**src/rtl/i2s_pkg.sv**
```systemverilog
// i2s_pkg: register map, STATUS/CTRL bit positions and the PRESCALE width
// shared by the I2S transmitter and receiver on the GPIO sub-bus.
// Also holds the serialiser state type and a STATUS word packing helper.
package i2s_pkg;

  localparam logic [1:0] REG_DATA     = 2'd0;
  localparam logic [1:0] REG_STATUS   = 2'd1;
  localparam logic [1:0] REG_CTRL     = 2'd2;
  localparam logic [1:0] REG_PRESCALE = 2'd3;

  localparam int ST_FULL_BIT     = 0;
  localparam int ST_EMPTY_BIT    = 1;
  localparam int ST_LEVEL_LSB    = 4;
  localparam int ST_LEVEL_W      = 4;
  localparam int ST_UNDERRUN_BIT = 8;
  localparam int ST_OVERFLOW_BIT = 9;

  localparam int CTRL_EN_BIT = 0;
  localparam int CTRL_IE_BIT = 1;

  localparam int PRESCALE_W = 8;

  typedef enum logic {
    TX_IDLE = 1'b0,
    TX_RUN  = 1'b1
  } tx_state_t;

  function automatic logic [31:0] pack_status(
    input logic                  full,
    input logic                  empty,
    input logic [ST_LEVEL_W-1:0] level,
    input logic                  underrun,
    input logic                  overflow
  );
    logic [31:0] w;
    w                              = '0;
    w[ST_FULL_BIT]                 = full;
    w[ST_EMPTY_BIT]                = empty;
    w[ST_LEVEL_LSB +: ST_LEVEL_W]  = level;
    w[ST_UNDERRUN_BIT]             = underrun;
    w[ST_OVERFLOW_BIT]             = overflow;
    return w;
  endfunction

endpackage

```
**src/rtl/i2s_tx_fifo.sv**
```systemverilog
// i2s_tx_fifo: synchronous first-word-fall-through FIFO holding {L,R} frames.
// Ports:
//   clk_sys, rst_b       clock, synchronous active-low reset
//   push, wr_data        write request and frame; ignored when full unless a
//                        pop happens on the same cycle
//   pop                  read request; ignored when empty
//   rd_data              frame at the head (valid when !empty)
//   full, empty, level   occupancy
module i2s_tx_fifo #(
  parameter int WIDTH = 32,
  parameter int DEPTH = 8
) (
  input  logic                     clk_sys,
  input  logic                     rst_b,
  input  logic                     push,
  input  logic [WIDTH-1:0]         wr_data,
  input  logic                     pop,
  output logic [WIDTH-1:0]         rd_data,
  output logic                     full,
  output logic                     empty,
  output logic [$clog2(DEPTH):0]   level
);

  localparam int PTR_W = $clog2(DEPTH);

  logic [WIDTH-1:0] mem [DEPTH];
  logic [PTR_W-1:0] wr_ptr;
  logic [PTR_W-1:0] rd_ptr;
  logic             do_push;
  logic             do_pop;

  assign full    = (level == (PTR_W+1)'(DEPTH));
  assign empty   = (level == '0);
  assign do_pop  = pop & ~empty;
  // A pop frees the slot this cycle, so a push into a full FIFO still lands.
  assign do_push = push & (~full | do_pop);
  assign rd_data = mem[rd_ptr];

  always_ff @(posedge clk_sys) begin
    if (!rst_b) begin
      wr_ptr <= '0;
      rd_ptr <= '0;
      level  <= '0;
    end else begin
      if (do_push) wr_ptr <= wr_ptr + PTR_W'(1);
      if (do_pop)  rd_ptr <= rd_ptr + PTR_W'(1);
      case ({do_push, do_pop})
        2'b10:   level <= level + (PTR_W+1)'(1);
        2'b01:   level <= level - (PTR_W+1)'(1);
        default: level <= level;
      endcase
    end
  end

  always_ff @(posedge clk_sys) begin
    if (do_push) mem[wr_ptr] <= wr_data;
  end

endmodule

```
**src/rtl/ahbl_i2s_tx.sv**
```systemverilog
// ahbl_i2s_tx: AHB-Lite slave that plays stereo PCM frames as a Philips-I2S
// bus master (sck/ws/sd), MSB first, left channel first.
// Ports:
//   HCLK, HRESETn        clock, synchronous active-low reset
//   HSEL..HWDATA         AHB-Lite slave inputs (HSIZE ignored, word access)
//   HREADYOUT, HRDATA    always ready; read data muxed on data-phase address
//   sck, ws, sd          I2S bit clock, word select (1 = right), serial data
//   irq                  only with I2S_TX_IRQ_EN defined
// Registers: 0x0 DATA (push), 0x4 STATUS, 0x8 CTRL, 0xC PRESCALE.
// Build option: `define I2S_TX_IRQ_EN adds CTRL.IE and the irq output.
//
// state   | meaning
// TX_IDLE | sck/ws/sd low, divider and bit counter cleared, FIFO kept
// TX_RUN  | divider running, frames shifted out on sck falling edges
module ahbl_i2s_tx
  import i2s_pkg::*;
#(
  parameter int SAMPLE_W     = 16,
  parameter int FIFO_DEPTH   = 8,
  parameter int PRESCALE_RST = 3
) (
  input  logic        HCLK,
  input  logic        HRESETn,
  input  logic        HSEL,
  input  logic [31:0] HADDR,
  input  logic [1:0]  HTRANS,
  input  logic [2:0]  HSIZE,
  input  logic        HWRITE,
  input  logic        HREADY,
  input  logic [31:0] HWDATA,
  output logic        HREADYOUT,
  output logic [31:0] HRDATA,
  output logic        sck,
  output logic        ws,
  output logic        sd
`ifdef I2S_TX_IRQ_EN
  ,
  output logic        irq
`endif
);

  localparam int FRAME_W = 2 * SAMPLE_W;
  localparam int LVL_W   = $clog2(FIFO_DEPTH) + 1;
  localparam int BCNT_W  = $clog2(FRAME_W);
  localparam logic [BCNT_W-1:0] B_LAST = BCNT_W'(FRAME_W - 1);
  localparam logic [BCNT_W-1:0] WS_LO  = BCNT_W'(SAMPLE_W - 1);
  localparam logic [BCNT_W-1:0] WS_HI  = BCNT_W'(FRAME_W - 2);

  logic                  dp_valid;
  logic                  dp_write;
  logic [1:0]            dp_addr;
  logic                  wr_data_reg, wr_status, wr_ctrl, wr_presc;

  logic                  ctrl_en;
  logic                  ctrl_ie;
  logic [PRESCALE_W-1:0] prescale;
  logic                  underrun;
  logic                  overflow;

  logic [FRAME_W-1:0]    fifo_rd_data;
  logic                  fifo_full, fifo_empty;
  logic [LVL_W-1:0]      fifo_level;

  tx_state_t             state;
  logic [PRESCALE_W-1:0] div_cnt;
  logic [BCNT_W-1:0]     bit_cnt;
  logic [BCNT_W-1:0]     bit_next;
  logic                  first_fall;
  logic [FRAME_W-1:0]    shreg;
  logic [FRAME_W-1:0]    frame_load;
  logic                  fall;
  logic                  frame_start;

  logic                  unused_bits;
  assign unused_bits = ^{HSIZE, HADDR[31:4], HADDR[1:0], HTRANS[0], HWDATA};

  assign HREADYOUT = 1'b1;

  always_ff @(posedge HCLK) begin
    if (!HRESETn) begin
      dp_valid <= 1'b0;
      dp_write <= 1'b0;
      dp_addr  <= '0;
    end else begin
      dp_valid <= HSEL & HREADY & HTRANS[1];
      dp_write <= HWRITE;
      dp_addr  <= HADDR[3:2];
    end
  end

  assign wr_data_reg = dp_valid & dp_write & (dp_addr == REG_DATA);
  assign wr_status   = dp_valid & dp_write & (dp_addr == REG_STATUS);
  assign wr_ctrl     = dp_valid & dp_write & (dp_addr == REG_CTRL);
  assign wr_presc    = dp_valid & dp_write & (dp_addr == REG_PRESCALE);

  i2s_tx_fifo #(
    .WIDTH (FRAME_W),
    .DEPTH (FIFO_DEPTH)
  ) u_fifo (
    .clk_sys (HCLK),
    .rst_b   (HRESETn),
    .push    (wr_data_reg),
    .wr_data ({HWDATA[31 -: SAMPLE_W], HWDATA[15 -: SAMPLE_W]}),
    .pop     (frame_start),
    .rd_data (fifo_rd_data),
    .full    (fifo_full),
    .empty   (fifo_empty),
    .level   (fifo_level)
  );

  always_ff @(posedge HCLK) begin
    if (!HRESETn) begin
      ctrl_en  <= 1'b0;
      prescale <= PRESCALE_W'(PRESCALE_RST);
    end else begin
      if (wr_ctrl)  ctrl_en  <= HWDATA[CTRL_EN_BIT];
      if (wr_presc) prescale <= HWDATA[PRESCALE_W-1:0];
    end
  end

`ifdef I2S_TX_IRQ_EN
  always_ff @(posedge HCLK) begin
    if (!HRESETn) begin
      ctrl_ie <= 1'b0;
      irq     <= 1'b0;
    end else begin
      if (wr_ctrl) ctrl_ie <= HWDATA[CTRL_IE_BIT];
      irq <= ctrl_ie & ((fifo_level <= LVL_W'(FIFO_DEPTH / 2)) | underrun);
    end
  end
`else
  assign ctrl_ie = 1'b0;
`endif

  // Setting wins over a software clear landing on the same cycle.
  always_ff @(posedge HCLK) begin
    if (!HRESETn) begin
      underrun <= 1'b0;
      overflow <= 1'b0;
    end else begin
      if (frame_start & fifo_empty)
        underrun <= 1'b1;
      else if (wr_status & HWDATA[ST_UNDERRUN_BIT])
        underrun <= 1'b0;
      if (wr_data_reg & fifo_full & ~frame_start)
        overflow <= 1'b1;
      else if (wr_status & HWDATA[ST_OVERFLOW_BIT])
        overflow <= 1'b0;
    end
  end

  always_comb begin
    HRDATA = '0;
    if (dp_valid & ~dp_write) begin
      case (dp_addr)
        REG_STATUS:   HRDATA = pack_status(fifo_full, fifo_empty,
                                           ST_LEVEL_W'(fifo_level),
                                           underrun, overflow);
        REG_CTRL: begin
          HRDATA[CTRL_EN_BIT] = ctrl_en;
          HRDATA[CTRL_IE_BIT] = ctrl_ie;
        end
        REG_PRESCALE: HRDATA[PRESCALE_W-1:0] = prescale;
        default:      HRDATA = '0;
      endcase
    end
  end

  // A falling sck edge is the divider terminal count while sck is high.
  assign fall        = (state == TX_RUN) & ctrl_en & (div_cnt == '0) & sck;
  assign frame_start = fall & (first_fall | (bit_cnt == B_LAST));
  assign bit_next    = frame_start ? '0 : bit_cnt + BCNT_W'(1);
  assign frame_load  = fifo_empty ? '0 : fifo_rd_data;

  always_ff @(posedge HCLK) begin
    if (!HRESETn) begin
      state      <= TX_IDLE;
      div_cnt    <= '0;
      bit_cnt    <= '0;
      first_fall <= 1'b1;
      shreg      <= '0;
      sck        <= 1'b0;
      ws         <= 1'b0;
      sd         <= 1'b0;
    end else begin
      case (state)
        TX_IDLE: begin
          sck        <= 1'b0;
          ws         <= 1'b0;
          sd         <= 1'b0;
          bit_cnt    <= '0;
          first_fall <= 1'b1;
          if (ctrl_en) begin
            state   <= TX_RUN;
            div_cnt <= prescale;
          end else begin
            div_cnt <= '0;
          end
        end
        TX_RUN: begin
          if (!ctrl_en) begin
            state      <= TX_IDLE;
            div_cnt    <= '0;
            bit_cnt    <= '0;
            first_fall <= 1'b1;
            sck        <= 1'b0;
            ws         <= 1'b0;
            sd         <= 1'b0;
          end else if (div_cnt != '0) begin
            div_cnt <= div_cnt - PRESCALE_W'(1);
          end else begin
            div_cnt <= prescale;
            sck     <= ~sck;
            if (sck) begin
              first_fall <= 1'b0;
              bit_cnt    <= bit_next;
              // ws leads each channel MSB by one bit (Philips format).
              ws         <= (bit_next >= WS_LO) && (bit_next <= WS_HI);
              if (frame_start) begin
                sd    <= frame_load[FRAME_W-1];
                shreg <= {frame_load[FRAME_W-2:0], 1'b0};
              end else begin
                sd    <= shreg[FRAME_W-1];
                shreg <= {shreg[FRAME_W-2:0], 1'b0};
              end
            end
          end
        end
        default: state <= TX_IDLE;
      endcase
    end
  end

endmodule

```
**config.mk**
```make
export PLATFORM = sky130hd
export DESIGN_NAME = ahbl_i2s_tx
export DESIGN_NICKNAME = d
export VERILOG_FILES = /design/src/rtl/i2s_pkg.sv /design/src/rtl/i2s_tx_fifo.sv /design/src/rtl/ahbl_i2s_tx.sv
export SDC_FILE = /design/constraint.sdc
export NUM_CORES = 1
export LEC_CHECK = 0
export ABC_AREA = 0
export BUFFER_PORTS_ARGS = -buffer_cell sky130_fd_sc_hd__buf_2
export CORE_MARGIN = 2
export CORE_UTILIZATION = 60
export DETAILED_ROUTE_END_ITERATION = 10
export MAX_ROUTING_LAYER = met4
export PLACE_DENSITY = 0.8
export SYNTH_ARGS = -nofsm -noshare
export SYNTH_HDL_FRONTEND = slang
export SYNTH_HIERARCHICAL = 1
export SYNTH_SLANG_ARGS = --single-unit
```
**constraint.sdc**
```tcl
create_clock -name HCLK -period 6.1 [get_ports HCLK]
set_clock_uncertainty 0.15 [all_clocks]
set_input_delay 0.915 -clock HCLK [delete_from_list [all_inputs] [get_ports HCLK]]
set_output_delay 0.915 -clock HCLK [all_outputs]
set_load 0.02 [all_outputs]
```
# ---- Word-level counts from Yosys, hierarchy flattened
# Memories as Yosys holds them, arrays and structs flattened. A register that Yosys moved wholly into a read port is not among the register bits.
# Index checks and enable logic that the tools add are counted.
dict set report classes {
  addsub 6
  magnitude_cmp 2
  eq_ne 9
  muxes 41
  bitwise_logic 28
  reduce_logical 10
}
# operator count
set ops {}
lappend ops {{$mux W32} 2}
lappend ops {{$mux W8} 3}
lappend ops {{$mux W5} 4}
lappend ops {{$and A1 B1 Y1} 19}
lappend ops {{$mux W1} 19}
lappend ops {{$pmux W8 S2} 1}
lappend ops {{$pmux W6 S2} 1}
lappend ops {{$mux W10} 1}
lappend ops {{$pmux W5 S2} 1}
lappend ops {{$logic_not A8 Y1} 1}
lappend ops {{$pmux W1 S2} 4}
lappend ops {{$pmux W4 S2} 1}
lappend ops {{$reduce_bool A8 Y1} 1}
lappend ops {{$sub A8 B1 Y8 const B} 1}
lappend ops {{$not A1 Y1} 7}
lappend ops {{$add A3 B1 Y3 const B} 2}
lappend ops {{$eq A2 B2 Y1 const B} 3}
lappend ops {{$mux W3} 2}
lappend ops {{$ne A3 B3 Y1 const B} 2}
lappend ops {{$pmux W2 S3} 1}
lappend ops {{$reduce_bool A2 Y1} 3}
lappend ops {{$add A5 B1 Y5 const B} 1}
lappend ops {{$eq A5 B5 Y1 const B} 1}
lappend ops {{$ge A5 B4 Y1 const B} 1}
lappend ops {{12 further kinds} 14}
dict set report word_totals {
  register_bits 75
  ramBits 256
  input_bits 74
  output_inout_bits 36
  wordCells 115
  n_memories 1
}
# name depth word_bits read_ports rd_clocked_by_memory_dff wr line_no
set mem_list {}
lappend mem_list {u_fifo.mem 8 32 1 1 1 i2s_tx_fifo.sv:26} ;# logic [WIDTH-1:0] mem [DEPTH];

# ---- Logic depth before layout (Yosys ltp)
dict set report depth {
  word_depth 11
  depth_mapped 15
  mapped_depth_nobuf 13
}

# ---- Cells and area by module
# The synthesis kept the hierarchy.
# module instances cells_each area_per_inst_um2
set by_module_without_submodules {}
lappend by_module_without_submodules {i2s_tx_fifo 1 458 10520.1}
lappend by_module_without_submodules {ahbl_i2s_tx 1 381 3209.3}

# ---- Worst setup path after synthesis
# Ideal clock, no wire load.
dict set report synth_timing {
  path_kind {register -> register}
  from {reg bit_cnt[0]}
  to {mem u_fifo.mem[0][0] (enable)}
  arrival_time_ps 4361
  setup_slack_ps 1127
  path_stages_with_launch 12
  n_path_buf 2
  path_cell_list {dfxtp_1 > ha_1 > and3_1 > ha_1 > nor2_1 > clkbuf_1 > nor3_1 > buf_2 > nand2b_1 > o21ai_2 > or2_2 > nor3_1}
}
dict set report synth_via {
  elab_chain_cells 8
}
# item line_no
set synth_lines {}
lappend synth_lines {{from (decl)} ahbl_i2s_tx.sv:66} ;# logic [BCNT_W-1:0] bit_cnt;
lappend synth_lines {{from (signal assigned)} ahbl_i2s_tx.sv:216} ;# bit_cnt <= bit_next;
lappend synth_lines {{$eq A5 B5 Y1} ahbl_i2s_tx.sv:171} ;# assign frame_start = fall & (first_fall | (bit_cnt == B_LAST));
lappend synth_lines {{$or A1 B1 Y1} ahbl_i2s_tx.sv:171}
lappend synth_lines {{$and A1 B1 Y1} ahbl_i2s_tx.sv:171}
lappend synth_lines {{net frame_start} ahbl_i2s_tx.sv:72} ;# logic frame_start;
lappend synth_lines {{$and A1 B1 Y1} i2s_tx_fifo.sv:34} ;# assign do_pop = pop & ~empty;
lappend synth_lines {{$or A1 B1 Y1} i2s_tx_fifo.sv:36} ;# assign do_push = push & (~full | do_pop);
lappend synth_lines {{$and A1 B1 Y1} i2s_tx_fifo.sv:36}
lappend synth_lines {{$mux W1} i2s_tx_fifo.sv:56} ;# if (do_push) mem[wr_ptr] <= wr_data;
lappend synth_lines {{$mux W1 (not written as such)} i2s_tx_fifo.sv:56}
lappend synth_lines {{to (decl)} i2s_tx_fifo.sv:26}
# The timed path passes the listed nets, and every way through them passes these cells.

# ---- Final worst setup path
dict set report layout_timing {
  from {reg bit_cnt[0]}
  to {mem u_fifo.mem[6][29] (enable)}
}
# Same word-level chain as after synthesis.

==> impl_results.md <==
* Hold path startpoint: ws$_SDFFE_PN0P_
* Buf+Inv Stages, Crit Path at 3
* Crit Reg-Reg Startpoint: bit_cnt[0]$_SDFFE_PN0P_
* Number of synthesized flops with an enable pin at 256
* Pins Over Slew Limit at 0
* Most used cell, CP: buf_4
* Fin worst setup slack at 2.088 ns
* Core area at 22570 um^2
* Critical path class: flip-flop to flip-flop
* Vias at 7381
* Row count at 55
* Clock-pin slew on the worst setup and hold paths at 0.06 ns
* Critical path peak fanout at between 50 and 60
* Seq cells post-synth at 333
* Slowest-stage cell, CP: nor2_4
* DR iter-0 viols at 519
* Worst-Margin Slew at 1.220 ns
* Cells after synthesis at 839
* Switching Fraction at 0.1938
* Total Wirelength at 25980 um
* Final Critical Period at 4.012 ns
* Hold Fails Final Rpt at 0
* Dpl ws at 2.141 ns
* Warnings from Yosys at 6
* Clock tree root driver cell: clkbuf_16
* CTS sink count at 333
* GRT overflow at 0
* Hold_buf cts at 0
* H-tree depth at 1
* Synth area leaders: edfxtp_1 56%, dfxtp_1 11%, mux4_1 7.7%, mux4_2 3.9%, mux2_2 2.8%
* GR peak layer: met2
* Pint at 3.607 mW
* Most frequent cells in the layout: 256 x edfxtp_1, 75 x dfxtp_1, 60 x nor2_1, 52 x buf_2, 40 x mux4_1
* Critical path, cell by cell: ha_1 -> and3_1 -> ha_1 -> nor2_4 -> buf_4 -> nor3_1 -> buf_4 -> nand2b_1 -> o21ai_2 -> or2_2 -> nor2_4 -> buf_4
* Critical path's largest stage delay at around 0.54 ns
* GP Congestion at 0.7759
* Most common cell after layout, fill and taps aside: edfxtp_1
* Cell count of the worst reg-to-reg path at 12
* Yosys top cell by area: edfxtp_1
* Final nets at just under 1000
* Slew headroom at 0.1796
* Post-synth ARST share at 0
* CTS Buf Count at 31
* M2 GR Usage at 0.3879
* Drt wl/cell at between 20 and 25 um
* Tightest Hold Check Type: flip-flop to flip-flop
* GRT Util Overall at 0.2281
* Setup Buffers After CTS at 0
* Power Density at 293.4 nW/um^2
* Crit end category: flip-flop
* Worst hold margin at around 0.33 ns
* Maximum VDD drop at 0.3793 mV
* Clk_lat worst skew at 0.56 ns
* Clock share of power at 0.430
* Status: finished clean
* Die Footprint at 24110 um^2
* Switching power of the nets at around 0.87 mW
* Post-CTS Resized at 0
* # DRC at 0
* Area Growth Syn to Fin at 11.05%
* Die width at 155.3 um
* Element type at the critical path start: flip-flop
* Unique masters post-synth at 64
* Vias in the first global route at 7459
* CP top delay family: simple AND/OR/NAND/NOR gates
* Detailed-router iteration count before antenna repair at 5
* Max Cap Viol at 0
* Die height at 155.3 um
* TNS Setup at 0 ns
* Area of the multi-input gates at between 4000 and 5000 um^2
* Met3 Use GR at 0.03259
* RR Endpoint: u_fifo/mem[6][29]$_DFFE_PP_
* Pin count of the biggest net entering global routing at 65
* Syn avg cell area at 16.36 um^2
* CP Data Arrival Time at between 4 and 5 ns
* Sequential share of power at 0.547
* Unrepaired setup endpoints after global routing: no
* Lkg Pwr at 5.070 nW
* Post-detail-place hpwl at 14630 um
* Final Cycle Share at 0.6578
* I/O pin count at 110
* Seq/Total Area, Yosys at 0.6722
* Vias/cell at 6.125
* Synth Flop Type: edfxtp_1
* CTS max path bufs at 3
* Post-synth top area share at 0.5599
* Setup-failing EPs final at 0
* Layout cells sized above 1 at 0.2233
* Mapped Area at 13730 um^2
* Met1 Usage GRT at 0.2944
* Fillers at around 1500
* CTS tree: built
* Placed insts at between 1000 and 1500
* Number of port buffers at 52
* Final ANT Viol Nets at 0
* First-pass GRT wire length at 40970 um
* Hold endpoint: ws$_SDFFE_PN0P_
* Finished Layout Cells at around 1200
* Register Area at 9234 um^2
* Fmax at 249.2 MHz
* Min-Delay Path Depth at 1
* R2R setup slack at 2.09 ns
* Initial antenna violation count at 2
* Initial Util at 0.6083
* WP data required at 6.17 ns
* Combinational fraction of design power at 0.023
-- cell usage after synthesis (all sizes together), types with 2 or more instances --
cell type	count
edfxtp	256
dfxtp	77
nor2	68
mux4	64
buf	52
a21oi	39
nand2	37
mux2	34
a211oi	32
nor3b	30
clkbuf	17
nand3	12
mux2i	9
ha	8
inv	8
nor3	8
o21ai	8
xnor2	7
and2	6
xor2	6
a221o	5
a22o	4
and3	4
nand2b	4
nand4	4
o211ai	3
or2	3
a21boi	2
and4	2
clkinv	2
conb	2
nand3b	2
nor4	2
o21a	2
or3b	2
or4	2
-- flip-flops by register name, summed over array words and instances (netlist names), named ones only --
signal / count
overflow: 1
state: 1
prescale: 8
div_cnt: 8
shreg: 31
first_fall: 1
u_fifo/wr_ptr: 3
sd: 1
dp_addr: 2
dp_write: 1
dp_valid: 1
ws: 1
u_fifo/rd_ptr: 3
bit_cnt: 5
u_fifo/level: 4
u_fifo/mem: 256
sck: 1
underrun: 1
ctrl_en: 1
-- kinds of logic (layout without fill, tap and decap cells) --
| family | Yosys count | after routing | synth area share |
|---|---|---|---|
| simple gates | 192 | 192 | 0.07282 |
| fa+ha+maj | 9 | 9 | 0.008749 |
| mux | 107 | 107 | 0.1504 |
| other cells | 2 | 25 | 0.0005470 |
| xor+xnor | 13 | 13 | 0.008293 |
| compound gates | 104 | 104 | 0.05176 |
| buf+inv | 79 | 137 | 0.03527 |
| flops | 333 | 333 | 0.6722 |
-- final cells by class --
type                       count  share of cell area
inverter                      10            0.002462
multi-input combinational    448              0.2737
timing repair buffer          70             0.02593
clock buffer                  46             0.06114
antenna                        2           0.0003282
sequential                   333              0.6056
clock inverter                11            0.007468
tap                          285             0.02339
-- routing by layer --
metal  part of all wire  up-vias
met3              0.060       45
met5                  0        -
met2               0.50      243
met1               0.42     3733
met4              0.020        0
li1                   -     3360
-- power by group through the flow --
stage	clock (mW)	combinational (mW)	sequential [mW]
3_3_place_gp	0	0.0992	2.50
6_report	1.92	0.105	2.45
2_1_floorplan	0	0.0715	2.49
5_1_grt	2.04	0.115	2.45
4_1_cts	1.96	0.105	2.45
3_5_place_dp	0	0.103	2.50
-- worst max-delay path by stage --
stage | endpoint | start | slack, ns | cells past startpoint
floorplan | u_fifo/mem[0][0]$_DFFE_PP_ | bit_cnt[0]$_SDFFE_PN0P_ | 1.13 | 11
CTS | u_fifo/mem[6][25]$_DFFE_PP_ | bit_cnt[0]$_SDFFE_PN0P_ | 2.06 | 12
global route | u_fifo/mem[6][25]$_DFFE_PP_ | bit_cnt[0]$_SDFFE_PN0P_ | 1.89 | 12
finish | u_fifo/mem[6][29]$_DFFE_PP_ | bit_cnt[0]$_SDFFE_PN0P_ | 2.09 | 12
global placement | u_fifo/mem[6][29]$_DFFE_PP_ | bit_cnt[0]$_SDFFE_PN0P_ | 2.16 | 12
detailed placement | u_fifo/mem[6][31]$_DFFE_PP_ | bit_cnt[0]$_SDFFE_PN0P_ | 2.14 | 12
-- metrics by stage --
step / util / cell area, um^2 / total power [mW]
after floorplan: - / 13810 / 2.564
after global placement: 0.6289 / 14200 / 2.595
after detailed placement: 0.6289 / 14200 / 2.599
after CTS: 0.6753 / 15240 / 4.508
after global routing: 0.6755 / 15250 / 4.604
final: 0.6755 / 15250 / 4.474
-- worst reg2reg max path, delay by kind of cell (launching register included) --
family | cells | cell delay [ns]
AOI/OAI and AO/OA | 1 | 0.12
adders and majority gates | 2 | 0.48
buffers and inverters | 3 | 0.91
DFF | 1 | 0.38
and+or+nand+nor | 6 | 1.65
(Power assumes the default switching activity.)
